<file path="src/rtl/sram_arbiter_pkg.sv">
// Shared types, defaults and helpers for the SRAM arbiter.
// Optional build macro SRAM_ARB_PRIORITY_EN is consumed by rr_arbiter.
package sram_arb_pkg;

   typedef enum logic [1:0] {IDLE, ACCESS, RECOVER} state_t;

   localparam int unsigned DEF_NUM_CH    = 3;
   localparam int unsigned DEF_ADDR_W    = 19;
   localparam int unsigned DEF_DATA_W    = 8;
   localparam int unsigned DEF_RD_CYCLES = 2;
   localparam int unsigned DEF_WR_CYCLES = 3;

   function automatic int unsigned clog2(input int unsigned v);
      int unsigned r;
      int unsigned x;
      r = 0;
      x = 1;
      while (x < v) begin
         x = x << 1;
         r++;
      end
      return r;
   endfunction

endpackage

</file>
<file path="src/rtl/sram_arbiter_if.sv">
// Requester-side bus of the SRAM arbiter: flattened per-channel request/ack
// handshake plus the shared read-data return.
interface sram_arbiter_if
   import sram_arb_pkg::*;
#(
   parameter int unsigned NUM_CH = DEF_NUM_CH,
   parameter int unsigned ADDR_W = DEF_ADDR_W,
   parameter int unsigned DATA_W = DEF_DATA_W
) ();

   logic [NUM_CH-1:0]        req;
   logic [NUM_CH-1:0]        we;
   logic [NUM_CH*ADDR_W-1:0] addr;
   logic [NUM_CH*DATA_W-1:0] wdata;
   logic [NUM_CH-1:0]        ack;
   logic [DATA_W-1:0]        rdata;

   modport master (output req, we, addr, wdata, input ack, rdata);
   modport slave  (input req, we, addr, wdata, output ack, rdata);

endinterface

</file>
<file path="src/rtl/sram_arbiter_rr_arbiter.sv">
// Combinational round-robin grant, search starting after the last grant.
// With SRAM_ARB_PRIORITY_EN defined, ch0 overrides the round-robin.
module rr_arbiter
   import sram_arb_pkg::*;
#(
   parameter int unsigned NUM_CH = DEF_NUM_CH,
   parameter int unsigned IDX_W  = 2
) (
   input  logic [NUM_CH-1:0] req,
   input  logic [IDX_W-1:0]  last,
   output logic [NUM_CH-1:0] gnt
);

   always_comb begin
      int unsigned idx;
      logic        found;
      gnt   = '0;
      found = 1'b0;
      idx   = 0;
`ifdef SRAM_ARB_PRIORITY_EN
      // When ch0 is idle the rotating search skips it naturally.
      if (req[0]) begin
         gnt[0] = 1'b1;
         found  = 1'b1;
      end
`endif
      for (int unsigned i = 1; i <= NUM_CH; i++) begin
         idx = 32'(last) + i;
         if (idx >= NUM_CH) idx = idx - NUM_CH;
         if (!found && req[IDX_W'(idx)]) begin
            gnt[IDX_W'(idx)] = 1'b1;
            found            = 1'b1;
         end
      end
   end

endmodule

</file>
<file path="src/rtl/sram_arbiter.sv">
// N-channel arbiter and strobe timing controller for the 512Kx8 async SRAM.
// Build option: SRAM_ARB_PRIORITY_EN gives ch0 fixed priority.
module sram_arbiter
   import sram_arb_pkg::*;
#(
   parameter int unsigned NUM_CH    = DEF_NUM_CH,
   parameter int unsigned ADDR_W    = DEF_ADDR_W,
   parameter int unsigned DATA_W    = DEF_DATA_W,
   parameter int unsigned RD_CYCLES = DEF_RD_CYCLES,
   parameter int unsigned WR_CYCLES = DEF_WR_CYCLES
) (
   input  logic              clk50,
   input  logic              rst,
   sram_arbiter_if.slave     bus,
   output logic              busy,
   output logic [ADDR_W-1:0] ram_addr,
   output logic [DATA_W-1:0] ram_data_out,
   output logic              ram_data_oe,
   input  logic [DATA_W-1:0] ram_data_in,
   output logic              ram_cel,
   output logic              ram_oel,
   output logic              ram_wel
);

   localparam int unsigned IDX_W   = (NUM_CH > 1) ? clog2(NUM_CH) : 1;
   localparam int unsigned MAX_CYC = (RD_CYCLES > WR_CYCLES) ? RD_CYCLES : WR_CYCLES;
   localparam int unsigned CNT_W   = clog2(MAX_CYC) + 1;

   state_t              state_q, state_d;
   logic [CNT_W-1:0]    cnt_q, cnt_d;
   logic [IDX_W-1:0]    ch_q, ch_d;
   logic                we_q, we_d;
   logic [NUM_CH-1:0]   ack_q, ack_d;
   logic [DATA_W-1:0]   rdata_q, rdata_d;
   logic [ADDR_W-1:0]   addr_d;
   logic [DATA_W-1:0]   dout_d;
   logic                oe_d, cel_d, oel_d, wel_d;

   logic [NUM_CH-1:0]   gnt;
   logic [IDX_W-1:0]    g_idx;
   logic                g_we;
   logic [ADDR_W-1:0]   g_addr;
   logic [DATA_W-1:0]   g_wdata;

   rr_arbiter #(
      .NUM_CH (NUM_CH),
      .IDX_W  (IDX_W)
   ) u_rr (
      .req  (bus.req),
      .last (ch_q),
      .gnt  (gnt)
   );

   always_comb begin
      g_idx   = '0;
      g_we    = 1'b0;
      g_addr  = '0;
      g_wdata = '0;
      for (int unsigned c = 0; c < NUM_CH; c++) begin
         if (gnt[c]) begin
            g_idx   = IDX_W'(c);
            g_we    = bus.we[c];
            g_addr  = bus.addr[c*ADDR_W +: ADDR_W];
            g_wdata = bus.wdata[c*DATA_W +: DATA_W];
         end
      end
   end

   // Pin values are computed one edge ahead so every strobe leaves a flop.
   always_comb begin
      state_d = state_q;
      cnt_d   = cnt_q;
      ch_d    = ch_q;
      we_d    = we_q;
      addr_d  = ram_addr;
      dout_d  = ram_data_out;
      oe_d    = ram_data_oe;
      cel_d   = ram_cel;
      oel_d   = 1'b1;
      wel_d   = 1'b1;
      ack_d   = '0;
      rdata_d = rdata_q;
      case (state_q)
         IDLE: begin
            if (|bus.req) begin
               state_d = ACCESS;
               ch_d    = g_idx;
               we_d    = g_we;
               addr_d  = g_addr;
               dout_d  = g_wdata;
               cnt_d   = g_we ? CNT_W'(WR_CYCLES - 1) : CNT_W'(RD_CYCLES - 1);
               cel_d   = 1'b0;
               oel_d   = g_we;
               wel_d   = !g_we;
               oe_d    = g_we;
            end
         end
         ACCESS: begin
            if (cnt_q == '0) begin
               state_d     = RECOVER;
               ack_d[ch_q] = 1'b1;
               if (!we_q) rdata_d = ram_data_in;
            end else begin
               cnt_d = cnt_q - 1'b1;
               oel_d = we_q;
               wel_d = !we_q;
            end
         end
         RECOVER: begin
            state_d = IDLE;
            cel_d   = 1'b1;
            oe_d    = 1'b0;
         end
         default: state_d = IDLE;
      endcase
   end

   always_ff @(posedge clk50) begin
      if (rst) begin
         state_q      <= IDLE;
         cnt_q        <= '0;
         ch_q         <= IDX_W'(NUM_CH - 1);
         we_q         <= 1'b0;
         ack_q        <= '0;
         rdata_q      <= '0;
         ram_addr     <= '0;
         ram_data_out <= '0;
         ram_data_oe  <= 1'b0;
         ram_cel      <= 1'b1;
         ram_oel      <= 1'b1;
         ram_wel      <= 1'b1;
      end else begin
         state_q      <= state_d;
         cnt_q        <= cnt_d;
         ch_q         <= ch_d;
         we_q         <= we_d;
         ack_q        <= ack_d;
         rdata_q      <= rdata_d;
         ram_addr     <= addr_d;
         ram_data_out <= dout_d;
         ram_data_oe  <= oe_d;
         ram_cel      <= cel_d;
         ram_oel      <= oel_d;
         ram_wel      <= wel_d;
      end
   end

   assign busy      = (state_q != IDLE);
   assign bus.ack   = ack_q;
   assign bus.rdata = rdata_q;

endmodule

</file>
<file path="src/flat_wrapper.sv">
// flat-port wrapper written by rule: the top's interface ports become plain ports
module sram_arbiter_flat import sram_arb_pkg::*;
#(
   parameter int unsigned NUM_CH    = DEF_NUM_CH,
   parameter int unsigned ADDR_W    = DEF_ADDR_W,
   parameter int unsigned DATA_W    = DEF_DATA_W,
   parameter int unsigned RD_CYCLES = DEF_RD_CYCLES,
   parameter int unsigned WR_CYCLES = DEF_WR_CYCLES
)
  (clk50, rst, busy, ram_addr, ram_data_out, ram_data_oe, ram_data_in, ram_cel, ram_oel, ram_wel, bus_req, bus_we, bus_addr, bus_wdata, bus_ack, bus_rdata);
  sram_arbiter_if #(.NUM_CH(NUM_CH), .ADDR_W(ADDR_W), .DATA_W(DATA_W)) bus_i ();
  input  logic clk50;
  input  logic rst;
  output logic busy;
  output logic [ADDR_W-1:0] ram_addr;
  output logic [DATA_W-1:0] ram_data_out;
  output logic ram_data_oe;
  input  logic [DATA_W-1:0] ram_data_in;
  output logic ram_cel;
  output logic ram_oel;
  output logic ram_wel;
  input wire logic [$bits(bus_i.req)-1:0] bus_req;
  input wire logic [$bits(bus_i.we)-1:0] bus_we;
  input wire logic [$bits(bus_i.addr)-1:0] bus_addr;
  input wire logic [$bits(bus_i.wdata)-1:0] bus_wdata;
  output wire logic [$bits(bus_i.ack)-1:0] bus_ack;
  output wire logic [$bits(bus_i.rdata)-1:0] bus_rdata;
  assign bus_i.req = bus_req;
  assign bus_i.we = bus_we;
  assign bus_i.addr = bus_addr;
  assign bus_i.wdata = bus_wdata;
  assign bus_ack = bus_i.ack;
  assign bus_rdata = bus_i.rdata;
  sram_arbiter #(.NUM_CH(NUM_CH), .ADDR_W(ADDR_W), .DATA_W(DATA_W), .RD_CYCLES(RD_CYCLES), .WR_CYCLES(WR_CYCLES)) u_core (.clk50(clk50), .rst(rst), .bus(bus_i), .busy(busy), .ram_addr(ram_addr), .ram_data_out(ram_data_out), .ram_data_oe(ram_data_oe), .ram_data_in(ram_data_in), .ram_cel(ram_cel), .ram_oel(ram_oel), .ram_wel(ram_wel));
endmodule
</file>
<file path="config.mk">
export PLATFORM = sky130hd
export DESIGN_NAME = sram_arbiter_flat
export DESIGN_NICKNAME = d
export VERILOG_FILES = /design/src/rtl/sram_arbiter_pkg.sv /design/src/rtl/sram_arbiter_if.sv /design/src/rtl/sram_arbiter_rr_arbiter.sv /design/src/rtl/sram_arbiter.sv /design/src/flat_wrapper.sv
export SDC_FILE = /design/constraint.sdc
export NUM_CORES = 1
export LEC_CHECK = 0
export ABC_AREA = 1
export BUFFER_PORTS_ARGS = -buffer_cell sky130_fd_sc_hd__buf_2
export CAP_MARGIN = 20
export CORE_MARGIN = 2
export CORE_UTILIZATION = 35
export CTS_CLUSTER_DIAMETER = 60
export DETAILED_ROUTE_END_ITERATION = 6
export PLACE_DENSITY_LB_ADDON = 0.08
export SETUP_SLACK_MARGIN = 0.1
export SYNTH_ARGS = -nofsm -noshare
export SYNTH_HDL_FRONTEND = slang
export SYNTH_SLANG_ARGS = --single-unit
</file>
<file path="constraint.sdc">
create_clock -name clk50 -period 2.5 [get_ports clk50]
set_clock_uncertainty 0.15 [all_clocks]
set_input_delay 0.5 -clock clk50 [delete_from_list [all_inputs] [get_ports clk50]]
set_output_delay 0.5 -clock clk50 [all_outputs]
set_load 0.02 [all_outputs]
</file>
; Word-level counts from Yosys, hierarchy flattened
; Index checks and enable logic that the tools add are counted.
[classes]
n_addsub = 7
order_cmp = 11
eq_ne = 5
n_mux = 50
n_bitwise = 5
n_reduce_logical = 22
[op_table]
columns = operator, count
row1 = two-way mux 19 bit, 3
row2 = two-way mux 8 bit, 3
row3 = two-way mux 1 bit, 19
row4 = two-way mux 3 bit, 5
row5 = two-way mux 2 bit, 7
row6 = < comparator 2 x 3 -> 1 bit (second input constant), 4
row7 = greater-or-equal comparator 3 x 2 -> 1 bit (second input constant), 3
row8 = demux 1 bit (select 2 bit), 4
row9 = greater-or-equal comparator 2 x 1 -> 1 bit (second input constant), 4
row10 = case mux 1 bit (2 select lines), 4
row11 = adder 2 x 2 -> 3 bit (second input constant), 2
row12 = binary-select mux 1 bit (select 2 bit), 3
row13 = logical AND 1 bit, 6
row14 = bitwise OR 3 bit, 2
row15 = case mux 3 bit (2 select lines), 1
row16 = AND reduction 2 bit, 3
row17 = AND reduction 3 bit, 2
row18 = nonzero test 2 bit, 3
row19 = OR reduction 3 bit, 2
row20 = subtractor 2 bit (second input constant), 3
row21 = logical NOT 1 bit, 4
row22 = != test 2 x 1 -> 1 bit (second input constant), 2
row23 = case mux 2 bit (2 select lines), 1
row24 = adder 2 x 1 -> 3 bit (second input constant), 1
row25 = 7 further kinds, 9
[totals]
ff_bits = 50
input_bits = 97
elab_cells = 112

; Longest topological paths before layout
; Gate-level depths: netlist of the first run.
[logic_depth]
ltp_word = 18
ltp_mapped = 17
mapped_depth_nobuf = 17

; Hierarchy
; A second synthesis of the first run with hierarchy kept.
[unflattened]
cells_unflattened = 403
hier_area_um2 = 2646.3
[by_module_without_submodules]
columns = module, instances, cells_each, area_each_um2, seq_area_each_um2
row1 = sram_arbiter, 1, 360, 2404.8, 1001.0
row2 = rr_arbiter, 1, 43, 241.5, 0.0

; Worst setup path after synthesis of the first run
; No wires, ideal clock.
[synth_timing]
kind = register -> register
startpoint = register u_core.ch_q[0]
endpoint = register u_core.ram_addr[7]
arrival_time_ps = 1947
required_ps = 2224
slack_ps = 277
stages_incl_launch_ff = 14
path_buffers = 1
path_cell_list = dfxtp_1 -> inv_1 -> ha_1 -> inv_2 -> nand2_1 -> nand3_2 -> nand2_4 -> nand3_1 -> o21ai_1 -> nor2_4 -> inv_4 -> buf_4 -> a21oi_1 -> a31oi_2
[synth_between]
elab_chain_cells = 15
[synth_rtl]
columns = item, line
row1 = "start, declared", sram_arbiter.sv:31  ; logic [IDX_W-1:0] ch_q, ch_d;
row2 = "start signal, assigned", sram_arbiter.sv:122  ; ch_q <= IDX_W'(NUM_CH - 1);
row3 = "start signal, assigned", sram_arbiter.sv:135  ; ch_q <= ch_d;
row4 = adder 2 x 1 -> 3 bit, sram_arbiter_rr_arbiter.sv:28  ; idx = 32'(last) + i;
row5 = greater-or-equal comparator 3 x 2 -> 1 bit / subtractor 2 bit (equally long branches), sram_arbiter_rr_arbiter.sv:29  ; if (idx >= NUM_CH) idx = idx - NUM_CH;
row6 = two-way mux 2 bit, sram_arbiter_rr_arbiter.sv:29
row7 = < comparator 2 x 3 -> 1 bit (not written as such) (tied with other cells), sram_arbiter_rr_arbiter.sv:31  ; gnt[IDX_W'(idx)] = 1'b1;
row8 = logical AND 1 bit (not written as such) / two-way mux 1 bit (equally long branches), "sram_arbiter_rr_arbiter.sv:31, sram_arbiter_rr_arbiter.sv:30"
row9 = "two-way mux 1 bit, on equally long branches", "sram_arbiter_rr_arbiter.sv:31, sram_arbiter_rr_arbiter.sv:30"
row10 = demux 1 bit (select 2 bit) / logical NOT 1 bit (equally long branches), "sram_arbiter_rr_arbiter.sv:31, sram_arbiter_rr_arbiter.sv:30"
row11 = two-way mux 3 bit / logical AND 1 bit (equally long branches), sram_arbiter_rr_arbiter.sv:30  ; if (!found && req[IDX_W'(idx)]) begin
row12 = bitwise OR 3 bit (no line) / two-way mux 1 bit (equally long branches), -
row13 = two-way mux 3 bit / logical NOT 1 bit (equally long branches), sram_arbiter_rr_arbiter.sv:30
row14 = bitwise OR 3 bit (no line) / logical AND 1 bit (equally long branches), -
row15 = two-way mux 3 bit (*), sram_arbiter_rr_arbiter.sv:30
row16 = two-way mux 19 bit (2 in series), sram_arbiter.sv:60  ; if (gnt[c]) begin
row17 = two-way mux 19 bit (*), sram_arbiter.sv:60
row18 = "end signal, assigned", sram_arbiter.sv:139  ; ram_addr <= addr_d;
row19 = "end, declared", sram_arbiter.sv:16  ; output logic [ADDR_W-1:0] ram_addr,
; Every way passes the cells marked *; elsewhere a longest branch is shown, timed or not. The select of a mux whose other input is x is not followed.
; A chain may end at the register's enable or synchronous reset.

; Final worst setup path of the first run
[layout_timing]
startpoint = register u_core.ch_q[0]
endpoint = register u_core.ram_data_out[0]
[layout_between]
elab_chain_cells = 15
[layout_rtl]
columns = item, line
row1 = adder 2 x 1 -> 3 bit, sram_arbiter_rr_arbiter.sv:28
row2 = greater-or-equal comparator 3 x 2 -> 1 bit / subtractor 2 bit (equally long branches), sram_arbiter_rr_arbiter.sv:29
row3 = two-way mux 2 bit, sram_arbiter_rr_arbiter.sv:29
row4 = < comparator 2 x 3 -> 1 bit (not written as such) (tied with other cells), sram_arbiter_rr_arbiter.sv:31
row5 = logical AND 1 bit (not written as such) / two-way mux 1 bit (equally long branches), "sram_arbiter_rr_arbiter.sv:31, sram_arbiter_rr_arbiter.sv:30"
row6 = "two-way mux 1 bit, on equally long branches", "sram_arbiter_rr_arbiter.sv:31, sram_arbiter_rr_arbiter.sv:30"
row7 = demux 1 bit (select 2 bit) / logical NOT 1 bit (equally long branches), "sram_arbiter_rr_arbiter.sv:31, sram_arbiter_rr_arbiter.sv:30"
row8 = two-way mux 3 bit / logical AND 1 bit (equally long branches), sram_arbiter_rr_arbiter.sv:30
row9 = bitwise OR 3 bit (no line) / two-way mux 1 bit (equally long branches), -
row10 = two-way mux 3 bit / logical NOT 1 bit (equally long branches), sram_arbiter_rr_arbiter.sv:30
row11 = bitwise OR 3 bit (no line) / logical AND 1 bit (equally long branches), -
row12 = two-way mux 3 bit (*), sram_arbiter_rr_arbiter.sv:30
row13 = two-way mux 8 bit (2 in series), sram_arbiter.sv:60
row14 = two-way mux 8 bit (*), sram_arbiter.sv:60
row15 = "end signal, assigned", sram_arbiter.sv:140  ; ram_data_out <= dout_d;
row16 = "end, declared", sram_arbiter.sv:17  ; output logic [DATA_W-1:0] ram_data_out,
; Marked as above.

==> impl_metrics.xml, run 1 <==
<?xml version="1.0" encoding="UTF-8"?>
<metrics>
  <group name="layout">
    <metric name="layout_overhead_on_the_synthesized_area" unit="%">39.13</metric>
    <metric name="antenna_cells" unit="">0</metric>
    <metric name="drive_above_1_share" unit="%">36.78</metric>
    <metric name="nNetsFinal" unit="">607</metric>
    <metric name="fin_area" unit="µm²">3555</metric>
  </group>
  <group name="clock_tree">
    <metric name="tritoncts" unit="">built</metric>
    <metric name="worst_skew_pair.late_latency" unit="ps">310</metric>
    <metric name="cts.root.buffer_cell" unit="">sky130_fd_sc_hd__clkbuf_8</metric>
    <metric name="clock_pin_slew_on_the_worst_setup_and_hold_paths" unit="ps">100</metric>
    <metric name="number_of_buffers_inserted_during_clock_tree_synthesis" unit="">5</metric>
    <metric name="clock_sink_count" unit="">50</metric>
    <metric name="htree_levels" unit="">2</metric>
    <metric name="cts_max_path_buffers" unit="">2</metric>
  </group>
  <group name="route">
    <metric name="drt-initial-drc-count" unit="">52</metric>
    <metric name="postRouteWirelength" unit="µm">7356</metric>
    <metric name="detailedRoute.firstPassIterationCount" unit="">4</metric>
    <metric name="drcViolationCount" unit="">0</metric>
    <metric name="detail-route-antenna-nets" unit="">0</metric>
    <metric name="routed_wirelength_normalized_by_instance_count" unit="µm">12.22</metric>
    <metric name="vias" unit="">2872</metric>
    <metric name="post_drt_via_cell_ratio" unit="">4.771</metric>
  </group>
  <group name="place">
    <metric name="numPortBuffers" unit="">139</metric>
    <metric name="detailedPlacementHpwl" unit="µm">5495</metric>
    <metric name="placement.cell_area" unit="µm²">3407</metric>
    <metric name="gp_routability_congestion" unit="">0.8713</metric>
  </group>
  <group name="sta">
    <metric name="setup_violations" unit="">0</metric>
    <metric name="period_minus_slack" unit="ps">2215</metric>
    <metric name="timing.max_slew.rel_slack" unit="%">64.82</metric>
    <metric name="timing.setup.tns" unit="ps">0</metric>
    <metric name="timing.fmax" unit="GHz">0.4514</metric>
    <metric name="post-route-period-util" unit="%">88.61</metric>
    <metric name="finalHoldViolations" unit="">0</metric>
    <metric name="rsz0062_at_grt" unit="">no</metric>
    <metric name="worstMarginPinSlew" unit="ps">525.8</metric>
    <metric name="slew_viol_final" unit="">0</metric>
  </group>
  <group name="global_route">
    <metric name="number_of_global_route_vias_before_repair" unit="">2592</metric>
    <metric name="grt_util_all_layers" unit="%">18.05</metric>
    <metric name="grt_start_max_net_pins" unit="">23</metric>
    <metric name="grt_antenna_before_repair" unit="">0</metric>
    <metric name="grt_first_pass_wirelength" unit="µm">11370</metric>
    <metric name="grt_overflow_total" unit="">0</metric>
  </group>
  <group name="power_and_ir_drop">
    <metric name="combinationalPowerShare" unit="%">63.9</metric>
    <metric name="vdd_ir_drop_max" unit="mV">0.8043</metric>
    <metric name="static_leakage_power" unit="nW">1.749</metric>
    <metric name="swShare" unit="%">49.09</metric>
    <metric name="sequential_fraction_of_design_power" unit="%">24.5</metric>
    <metric name="internal_power" unit="mW">2.620</metric>
    <metric name="switching_pwr" unit="mW">2.527</metric>
    <metric name="pwr-share-clk" unit="%">11.7</metric>
    <metric name="power-per-cell-area" unit="nW/µm²">1448</metric>
  </group>
  <group name="logic_synthesis">
    <metric name="synthMuxAreaShare" unit="%">0</metric>
    <metric name="yosys_most_used_dff" unit="">sky130_fd_sc_hd__dfxtp_1</metric>
    <metric name="synth_top_family_by_area" unit="">simple AND/OR/NAND/NOR gates</metric>
    <metric name="synth_compound_area_share" unit="%">22.97</metric>
    <metric name="synth_top_area_share" unit="%">39.18</metric>
    <metric name="netlist_area" unit="µm²">2555</metric>
    <metric name="synth.ff_latch_count" unit="">50</metric>
    <metric name="asyncSetResetFlopFracSynth" unit="%">0</metric>
    <metric name="netlist_top_cells_area" unit="">sky130_fd_sc_hd__dfxtp_1 (39%), sky130_fd_sc_hd__nand2_1 (13%), sky130_fd_sc_hd__o21ai_0 (8.8%), sky130_fd_sc_hd__a31oi_1 (6.4%), sky130_fd_sc_hd__a21oi_1 (6.1%)</metric>
    <metric name="gate_count_after_technology_mapping" unit="">360</metric>
    <metric name="ys.warnings.count" unit="">0</metric>
    <metric name="syn_nets" unit="">465</metric>
    <metric name="netlist_top_cells_count" unit="">sky130_fd_sc_hd__nand2_1 (88), sky130_fd_sc_hd__dfxtp_1 (50), sky130_fd_sc_hd__o21ai_0 (45)</metric>
    <metric name="synth_edf_count" unit="">0</metric>
    <metric name="share_of_synthesized_cell_area_in_full_adder_half_adder_and_majority_cells" unit="%">3.918</metric>
    <metric name="synth-simple-area-share" unit="%">26.00</metric>
    <metric name="post_synth.cell_area_avg" unit="µm²">7.097</metric>
    <metric name="synth_seq_area_share" unit="%">39.18</metric>
    <metric name="synth.distinct_cells" unit="">27</metric>
    <metric name="yosys.cell_count.top_type" unit="">sky130_fd_sc_hd__nand2_1</metric>
    <metric name="synth_xor_area_share" unit="%">0</metric>
    <metric name="netlist.top_cell.by_area" unit="">sky130_fd_sc_hd__dfxtp_1</metric>
  </group>
  <group name="die">
    <metric name="std_cell_rows" unit="">31</metric>
    <metric name="starting_density_of_the_core" unit="%">35.61</metric>
    <metric name="die_h" unit="µm">89.44</metric>
    <metric name="core_area" unit="µm²">7176</metric>
    <metric name="boundaryPins" unit="">140</metric>
    <metric name="floorplan.die_area" unit="µm²">8000</metric>
    <metric name="die_w" unit="µm">89.44</metric>
  </group>
  <group name="job">
    <metric name="cap_viol_max_count" unit="">0</metric>
  </group>
  <group name="critical_path">
    <metric name="worst_r2r_startpoint" unit="">u_core.ch_q[0]$_SDFFE_PP0P_</metric>
    <metric name="path_class" unit="">flop to flop</metric>
    <metric name="critical_path_arrival" unit="ps">2300</metric>
    <metric name="worst_setup_path_startpoint" unit="">u_core.ch_q[0]$_SDFFE_PP0P_</metric>
    <metric name="reg2reg_depth" unit="">14</metric>
    <metric name="setup.worst_path.start_class" unit="">flop</metric>
    <metric name="crit_required" unit="ps">2590</metric>
    <metric name="crit_fanout" unit="">22</metric>
    <metric name="cp-end-kind" unit="">flop</metric>
  </group>
  <group name="status">
    <metric name="run_status" unit="">finished, final reports clean</metric>
  </group>
  <group name="hold_path">
    <metric name="hold_path.class" unit="">primary input to flop</metric>
    <metric name="timing.hold.worst_path_depth" unit="">3</metric>
    <metric name="worst_hold_startpoint" unit="">ram_data_in[3]</metric>
  </group>
</metrics>
[layer usage]
layer	wire length, µm	vias up	global-route usage (%)
met5	0	-	0
met4	93	0	5.699
met3	465	9	5.078
met2	3531	98	30.84
met1	3266	1276	21.92
li1	-	1489	-
[cells in the final DEF, fill, tap and decap left out]
cell type / instances
sky130_fd_sc_hd__buf_2: 139
sky130_fd_sc_hd__nand2_1: 88
sky130_fd_sc_hd__dfxtp_1: 48
sky130_fd_sc_hd__o21ai_0: 45
sky130_fd_sc_hd__a21oi_1: 31
sky130_fd_sc_hd__nor2_1: 28
sky130_fd_sc_hd__a31oi_1: 26
sky130_fd_sc_hd__inv_1: 22
sky130_fd_sc_hd__nand3_1: 18
sky130_fd_sc_hd__buf_4: 10
sky130_fd_sc_hd__ha_1: 6
sky130_fd_sc_hd__inv_2: 5
sky130_fd_sc_hd__clkbuf_8: 5
sky130_fd_sc_hd__nor2_4: 4
sky130_fd_sc_hd__o21ai_1: 3
sky130_fd_sc_hd__nand2_2: 3
sky130_fd_sc_hd__buf_12: 3
sky130_fd_sc_hd__nand3_2: 2
sky130_fd_sc_hd__nand2_4: 2
sky130_fd_sc_hd__dfxtp_2: 2
sky130_fd_sc_hd__nor2_2: 1
sky130_fd_sc_hd__nor3_1: 1
sky130_fd_sc_hd__nor2_8: 1
sky130_fd_sc_hd__nand4_1: 1
sky130_fd_sc_hd__o21ai_2: 1
sky130_fd_sc_hd__inv_4: 1
sky130_fd_sc_hd__o21bai_1: 1
sky130_fd_sc_hd__a31oi_2: 1
sky130_fd_sc_hd__ha_4: 1
sky130_fd_sc_hd__ha_2: 1
sky130_fd_sc_hd__clkinvlp_4: 1
sky130_fd_sc_hd__inv_8: 1
sky130_fd_sc_hd__bufinv_16: 1
[critical path: stages, from the launching register on]
cell and delay [ps]:
sky130_fd_sc_hd__dfxtp_2 370, sky130_fd_sc_hd__inv_2 90, sky130_fd_sc_hd__ha_4 270, sky130_fd_sc_hd__inv_2 100
sky130_fd_sc_hd__nand2_1 70, sky130_fd_sc_hd__nand3_2 80, sky130_fd_sc_hd__nand2_4 70, sky130_fd_sc_hd__nand3_1 80
sky130_fd_sc_hd__o21ai_1 100, sky130_fd_sc_hd__nor2_4 180, sky130_fd_sc_hd__inv_4 80, sky130_fd_sc_hd__nor2_4 100
sky130_fd_sc_hd__buf_12 160, sky130_fd_sc_hd__nand2_1 70, sky130_fd_sc_hd__a31oi_1 160
[metrics by stage]
stage | utilization [%] | std cells | hold WS (ps) | worst slack, ps | power, mW
2_1_floorplan | - | 360 | 295.3 | 277.5 | 3.549
3_3_place_gp | 47.48 | 593 | 305.7 | 131.0 | 4.500
3_5_place_dp | 47.48 | 593 | 307.2 | 38.49 | 4.524
4_1_cts | 49.26 | 602 | 245.0 | 113.5 | 5.158
5_1_grt | 49.54 | 602 | 245.7 | 107.1 | 5.602
6_report | 49.54 | 602 | 254.2 | 284.8 | 5.147
[power by group through the flow]
stage	combinational [mW]	clock, mW	sequential [mW]
floorplan	1.97	0	1.58
global placement	3.23	0	1.27
detailed placement	3.25	0	1.27
CTS	3.28	0.623	1.26
global route	3.64	0.664	1.30
finish	3.29	0.600	1.26
[final timing paths]
| path | endpoint | slack (ps) |
|---|---|---|
| worst min register to register | u_core.cnt_q[1]$_SDFFE_PP0P_ | 320 |
| worst max register to register | u_core.ram_data_out[0]$_SDFFE_PP0P_ | 280 |
| worst min-delay path | u_core.bus.rdata[3]$_SDFFE_PP0P_ | 250 |
| worst max-delay path | u_core.ram_data_out[0]$_SDFFE_PP0P_ | 280 |
[what timing repair did]
action | CTS | global route
setup buffers | 1 | 0
gates resized for setup | 2 | 7
endpoints found under the hold margin | 0 | 0
hold buffers | 0 | 0
setup endpoints to repair | 25 | 34
pin swaps | 1 | 0
[sequential cells by signal, indices dropped and copies added (netlist names)]
| register | cells |
|---|---|
| u_core.ram_cel | 1 |
| u_core.ram_addr | 19 |
| u_core.cnt_q | 3 |
| u_core.we_q | 1 |
| u_core.state_q | 2 |
| u_core.ram_oel | 1 |
| u_core.ram_data_out | 8 |
| u_core.ram_data_oe | 1 |
| u_core.bus.rdata | 8 |
| u_core.bus.ack | 3 |
| u_core.ch_q | 2 |
| u_core.ram_wel | 1 |
[kinds of logic after synthesis]
group / after synthesis
buffers and inverters: 45
flip-flops: 50
adder cells (fa/ha/maj): 8
AO/OA/AOI/OAI: 108
AND/OR/NAND/NOR: 149
[final cells by class]
type	instances	area [µm²]
multi-input combinational	265	1371
inverter	28	107.6
sequential	50	1003
timing repair buffer	152	830.8
clock inverter	3	48.80
clock buffer	5	68.82
fill	734	3621
tap	99	123.9
No activity file was read; power rests on OpenSTA's default activity.
==> run 2: changes to the inputs <==
--- a/config.mk
+++ b/config.mk
@@ -13,6 +13,7 @@
 export CTS_CLUSTER_DIAMETER = 60
 export DETAILED_ROUTE_END_ITERATION = 6
 export PLACE_DENSITY_LB_ADDON = 0.08
+export REMOVE_ABC_BUFFERS = 1
 export SETUP_SLACK_MARGIN = 0.1
 export SYNTH_ARGS = -nofsm -noshare
 export SYNTH_HDL_FRONTEND = slang
==> run 2 against run 1 <==
Utilization is 0.78 points higher. Sequential share of layout area fell by 0.37 points. Die area unchanged. Critical path type unchanged.
==> impl_metrics.xml, run 2 (synthesis gave the netlist of run 1 again) <==
<?xml version="1.0" encoding="UTF-8"?>
<metrics>
  <group name="critical_path">
    <metric name="worst_r2r_startpoint" unit="">u_core.ch_q[0]$_SDFFE_PP0P_</metric>
    <metric name="critical_path.max_stage_delay" unit="ps">390</metric>
    <metric name="cell_with_the_largest_stage_delay_on_the_worst_path" unit="">sky130_fd_sc_hd__dfxtp_4</metric>
    <metric name="critical_path_arrival" unit="ps">2320</metric>
    <metric name="r2r_slack" unit="ps">260</metric>
    <metric name="path_class" unit="">flop to flop</metric>
    <metric name="critPathTopFamily" unit="">simple AND/OR/NAND/NOR gates</metric>
    <metric name="crit_required" unit="ps">2580</metric>
    <metric name="cp-end-kind" unit="">flop</metric>
    <metric name="cp_cell_sequence" unit="">inv_4, ha_4, nand2_1, nand2_1, nand2_4, nand3_4, nor2_2, nor2_4, inv_4, nor2_4, buf_12, nand2_1, a31oi_1</metric>
    <metric name="reg2reg_depth" unit="">13</metric>
    <metric name="worstReg2RegEnd" unit="">u_core.ram_addr[16]$_SDFFE_PP0P_</metric>
    <metric name="cp.buffers_inverters" unit="">3</metric>
    <metric name="path_common_cell" unit="">sky130_fd_sc_hd__nand2_1</metric>
    <metric name="crit_fanout" unit="">10</metric>
    <metric name="setup.worst_path.start_class" unit="">flop</metric>
  </group>
  <group name="clock_tree">
    <metric name="tritoncts" unit="">built</metric>
    <metric name="cts_max_path_buffers" unit="">2</metric>
    <metric name="worst_skew_pair.late_latency" unit="ps">310</metric>
    <metric name="number_of_buffers_inserted_during_clock_tree_synthesis" unit="">5</metric>
    <metric name="cts.root.buffer_cell" unit="">sky130_fd_sc_hd__clkbuf_8</metric>
    <metric name="htree_levels" unit="">2</metric>
    <metric name="clock_sink_count" unit="">50</metric>
    <metric name="clock_pin_slew_on_the_worst_setup_and_hold_paths" unit="ps">100</metric>
    <metric name="post_cts_hold_buffer_count" unit="">0</metric>
  </group>
  <group name="layout">
    <metric name="antenna_cells" unit="">0</metric>
    <metric name="layout_overhead_on_the_synthesized_area" unit="%">41.33</metric>
    <metric name="fillers" unit="">746</metric>
    <metric name="drive_above_1_share" unit="%">37.75</metric>
    <metric name="fin_area" unit="µm²">3611</metric>
    <metric name="top_register" unit="">u_core.ram_addr</metric>
    <metric name="nNetsFinal" unit="">610</metric>
    <metric name="most-common-layout-cells" unit="">sky130_fd_sc_hd__buf_2 (139), sky130_fd_sc_hd__nand2_1 (87), sky130_fd_sc_hd__dfxtp_1 (48), sky130_fd_sc_hd__o21ai_0 (45), sky130_fd_sc_hd__a21oi_1 (31)</metric>
    <metric name="seqCellArea" unit="µm²">1006</metric>
    <metric name="area_of_combinational_cells_with_multiple_inputs" unit="µm²">1391</metric>
    <metric name="layout_commonest_cell" unit="">sky130_fd_sc_hd__buf_2</metric>
    <metric name="largest_register_ff_count" unit="">19</metric>
  </group>
  <group name="place">
    <metric name="placement.cell_area" unit="µm²">3405</metric>
    <metric name="gp_routability_congestion" unit="">0.8636</metric>
    <metric name="numPortBuffers" unit="">139</metric>
    <metric name="detailedPlacementHpwl" unit="µm">5944</metric>
    <metric name="pre_cts_slack" unit="ps">34.06</metric>
  </group>
  <group name="hold_path">
    <metric name="timing.hold.worst_path_depth" unit="">3</metric>
    <metric name="hold_path.class" unit="">primary input to flop</metric>
    <metric name="worst_hold_startpoint" unit="">ram_data_in[2]</metric>
    <metric name="min_to" unit="">u_core.bus.rdata[2]$_SDFFE_PP0P_</metric>
  </group>
  <group name="status">
    <metric name="run_status" unit="">finished, final reports clean</metric>
  </group>
  <group name="power_and_ir_drop">
    <metric name="internal_power" unit="mW">2.715</metric>
    <metric name="swShare" unit="%">48.88</metric>
    <metric name="sequential_fraction_of_design_power" unit="%">23.7</metric>
    <metric name="power-per-cell-area" unit="nW/µm²">1471</metric>
    <metric name="vdd_ir_drop_max" unit="mV">0.7030</metric>
    <metric name="combinationalPowerShare" unit="%">65.1</metric>
    <metric name="switching_pwr" unit="mW">2.596</metric>
    <metric name="static_leakage_power" unit="nW">1.766</metric>
    <metric name="pwr-share-clk" unit="%">11.2</metric>
  </group>
  <group name="sta">
    <metric name="timing.max_slew.rel_slack" unit="%">65.28</metric>
    <metric name="worstMarginPinSlew" unit="ps">518.9</metric>
    <metric name="period_minus_slack" unit="ps">2241</metric>
    <metric name="setup_violations" unit="">0</metric>
    <metric name="slew_viol_final" unit="">0</metric>
    <metric name="finalHoldViolations" unit="">0</metric>
    <metric name="timing.fmax" unit="GHz">0.4463</metric>
    <metric name="post-route-period-util" unit="%">89.62</metric>
    <metric name="rsz0062_at_grt" unit="">yes</metric>
    <metric name="postLayoutSetupSlackWorst" unit="ps">259.4</metric>
  </group>
  <group name="die">
    <metric name="die_h" unit="µm">89.44</metric>
    <metric name="die_w" unit="µm">89.44</metric>
    <metric name="floorplan.die_area" unit="µm²">8000</metric>
    <metric name="starting_density_of_the_core" unit="%">35.61</metric>
    <metric name="boundaryPins" unit="">140</metric>
    <metric name="core_area" unit="µm²">7176</metric>
    <metric name="std_cell_rows" unit="">31</metric>
  </group>
  <group name="global_route">
    <metric name="grt_util_all_layers" unit="%">18.64</metric>
    <metric name="number_of_global_route_vias_before_repair" unit="">2567</metric>
    <metric name="grt_first_pass_wirelength" unit="µm">11700</metric>
    <metric name="grt_start_max_net_pins" unit="">29</metric>
    <metric name="grt_most_used_layer" unit="">met2</metric>
    <metric name="met3_usage" unit="%">3.601</metric>
    <metric name="met2_usage" unit="%">31.72</metric>
    <metric name="grt.met1_usage" unit="%">23.48</metric>
    <metric name="grt_antenna_before_repair" unit="">0</metric>
    <metric name="grt_overflow_total" unit="">0</metric>
  </group>
  <group name="route">
    <metric name="postRouteWirelength" unit="µm">7971</metric>
    <metric name="post_drt_via_cell_ratio" unit="">4.871</metric>
    <metric name="vias" unit="">2947</metric>
    <metric name="detailedRoute.firstPassIterationCount" unit="">4</metric>
    <metric name="routed_wirelength_normalized_by_instance_count" unit="µm">13.18</metric>
    <metric name="detail-route-antenna-nets" unit="">0</metric>
    <metric name="drcViolationCount" unit="">0</metric>
    <metric name="drt-initial-drc-count" unit="">83</metric>
  </group>
  <group name="job">
    <metric name="cap_viol_max_count" unit="">0</metric>
  </group>
</metrics>
[run 2: worst min-delay path: cells and delay by family]
kind,cells,cell delay (ps)
AND/OR/NAND/NOR,2,110
buffers and inverters,1,80
[run 2: area by class of cell]
type,count,area share [%]
Clock buffer,5,1.906
Clock inverter,3,1.247
Inverter,28,3.049
Multi-Input combinational cell,265,38.53
Sequential cell,50,27.86
Tap cell,99,3.430
Timing Repair Buffer,155,23.98
[run 2: what timing repair did]
| item | 4_1_cts | 5_1_grt |
|---|---|---|
| buffers inserted | 0 | 6 |
| pin swaps | 0 | 5 |
| setup endpoints to repair | 25 | 34 |
| gates resized for setup | 3 | 12 |
| hold endpoints to repair | 0 | 0 |
[run 2: worst max path at each step]
stage	cells after the start	startpoint	end
floorplan	7	u_core.state_q[1]$_SDFFE_PP0P_	u_core.ram_addr[0]$_SDFFE_PP0P_
global placement	15	u_core.ch_q[0]$_SDFFE_PP0P_	u_core.ram_data_out[2]$_SDFFE_PP0P_
detailed placement	13	u_core.ch_q[0]$_SDFFE_PP0P_	u_core.ram_oel$_SDFF_PP1_
CTS	14	u_core.ch_q[0]$_SDFFE_PP0P_	u_core.ram_addr[16]$_SDFFE_PP0P_
global route	15	u_core.ch_q[0]$_SDFFE_PP0P_	u_core.ram_oel$_SDFF_PP1_
finish	13	u_core.ch_q[0]$_SDFFE_PP0P_	u_core.ram_addr[16]$_SDFFE_PP0P_
[run 2: through the flow]
| stage | util (%) | cells | power, mW | hold WS, ps | setup TNS (ps) |
|---|---|---|---|---|---|
| 2_1_floorplan | - | 343 | 3.346 | 289.3 | -620.8 |
| 3_3_place_gp | 47.45 | 591 | 4.526 | 308.0 | 0 |
| 3_5_place_dp | 47.45 | 591 | 4.542 | 320.8 | 0 |
| 4_1_cts | 49.21 | 599 | 5.169 | 248.6 | 0 |
| 5_1_grt | 50.32 | 605 | 5.768 | 253.9 | 0 |
| 6_report | 50.32 | 605 | 5.310 | 257.2 | 0 |
[run 2: power by group through the flow]
stage | combinational [mW] | clock (mW) | sequential (mW)
after floorplan | 1.76 | 0 | 1.58
after global placement | 3.27 | 0 | 1.26
after detailed placement | 3.27 | 0 | 1.27
after CTS | 3.30 | 0.615 | 1.25
after global routing | 3.83 | 0.643 | 1.29
final | 3.46 | 0.594 | 1.26
[run 2: metal layers]
metal / wire length [µm] / up-vias / part of all wire (%)
met1: 3612 / 1325 / 45
met5: 0 / - / 0
li1: - / 1500 / -
met2: 3684 / 110 / 46
met4: 130 / 0 / 1.6
met3: 543 / 12 / 6.8
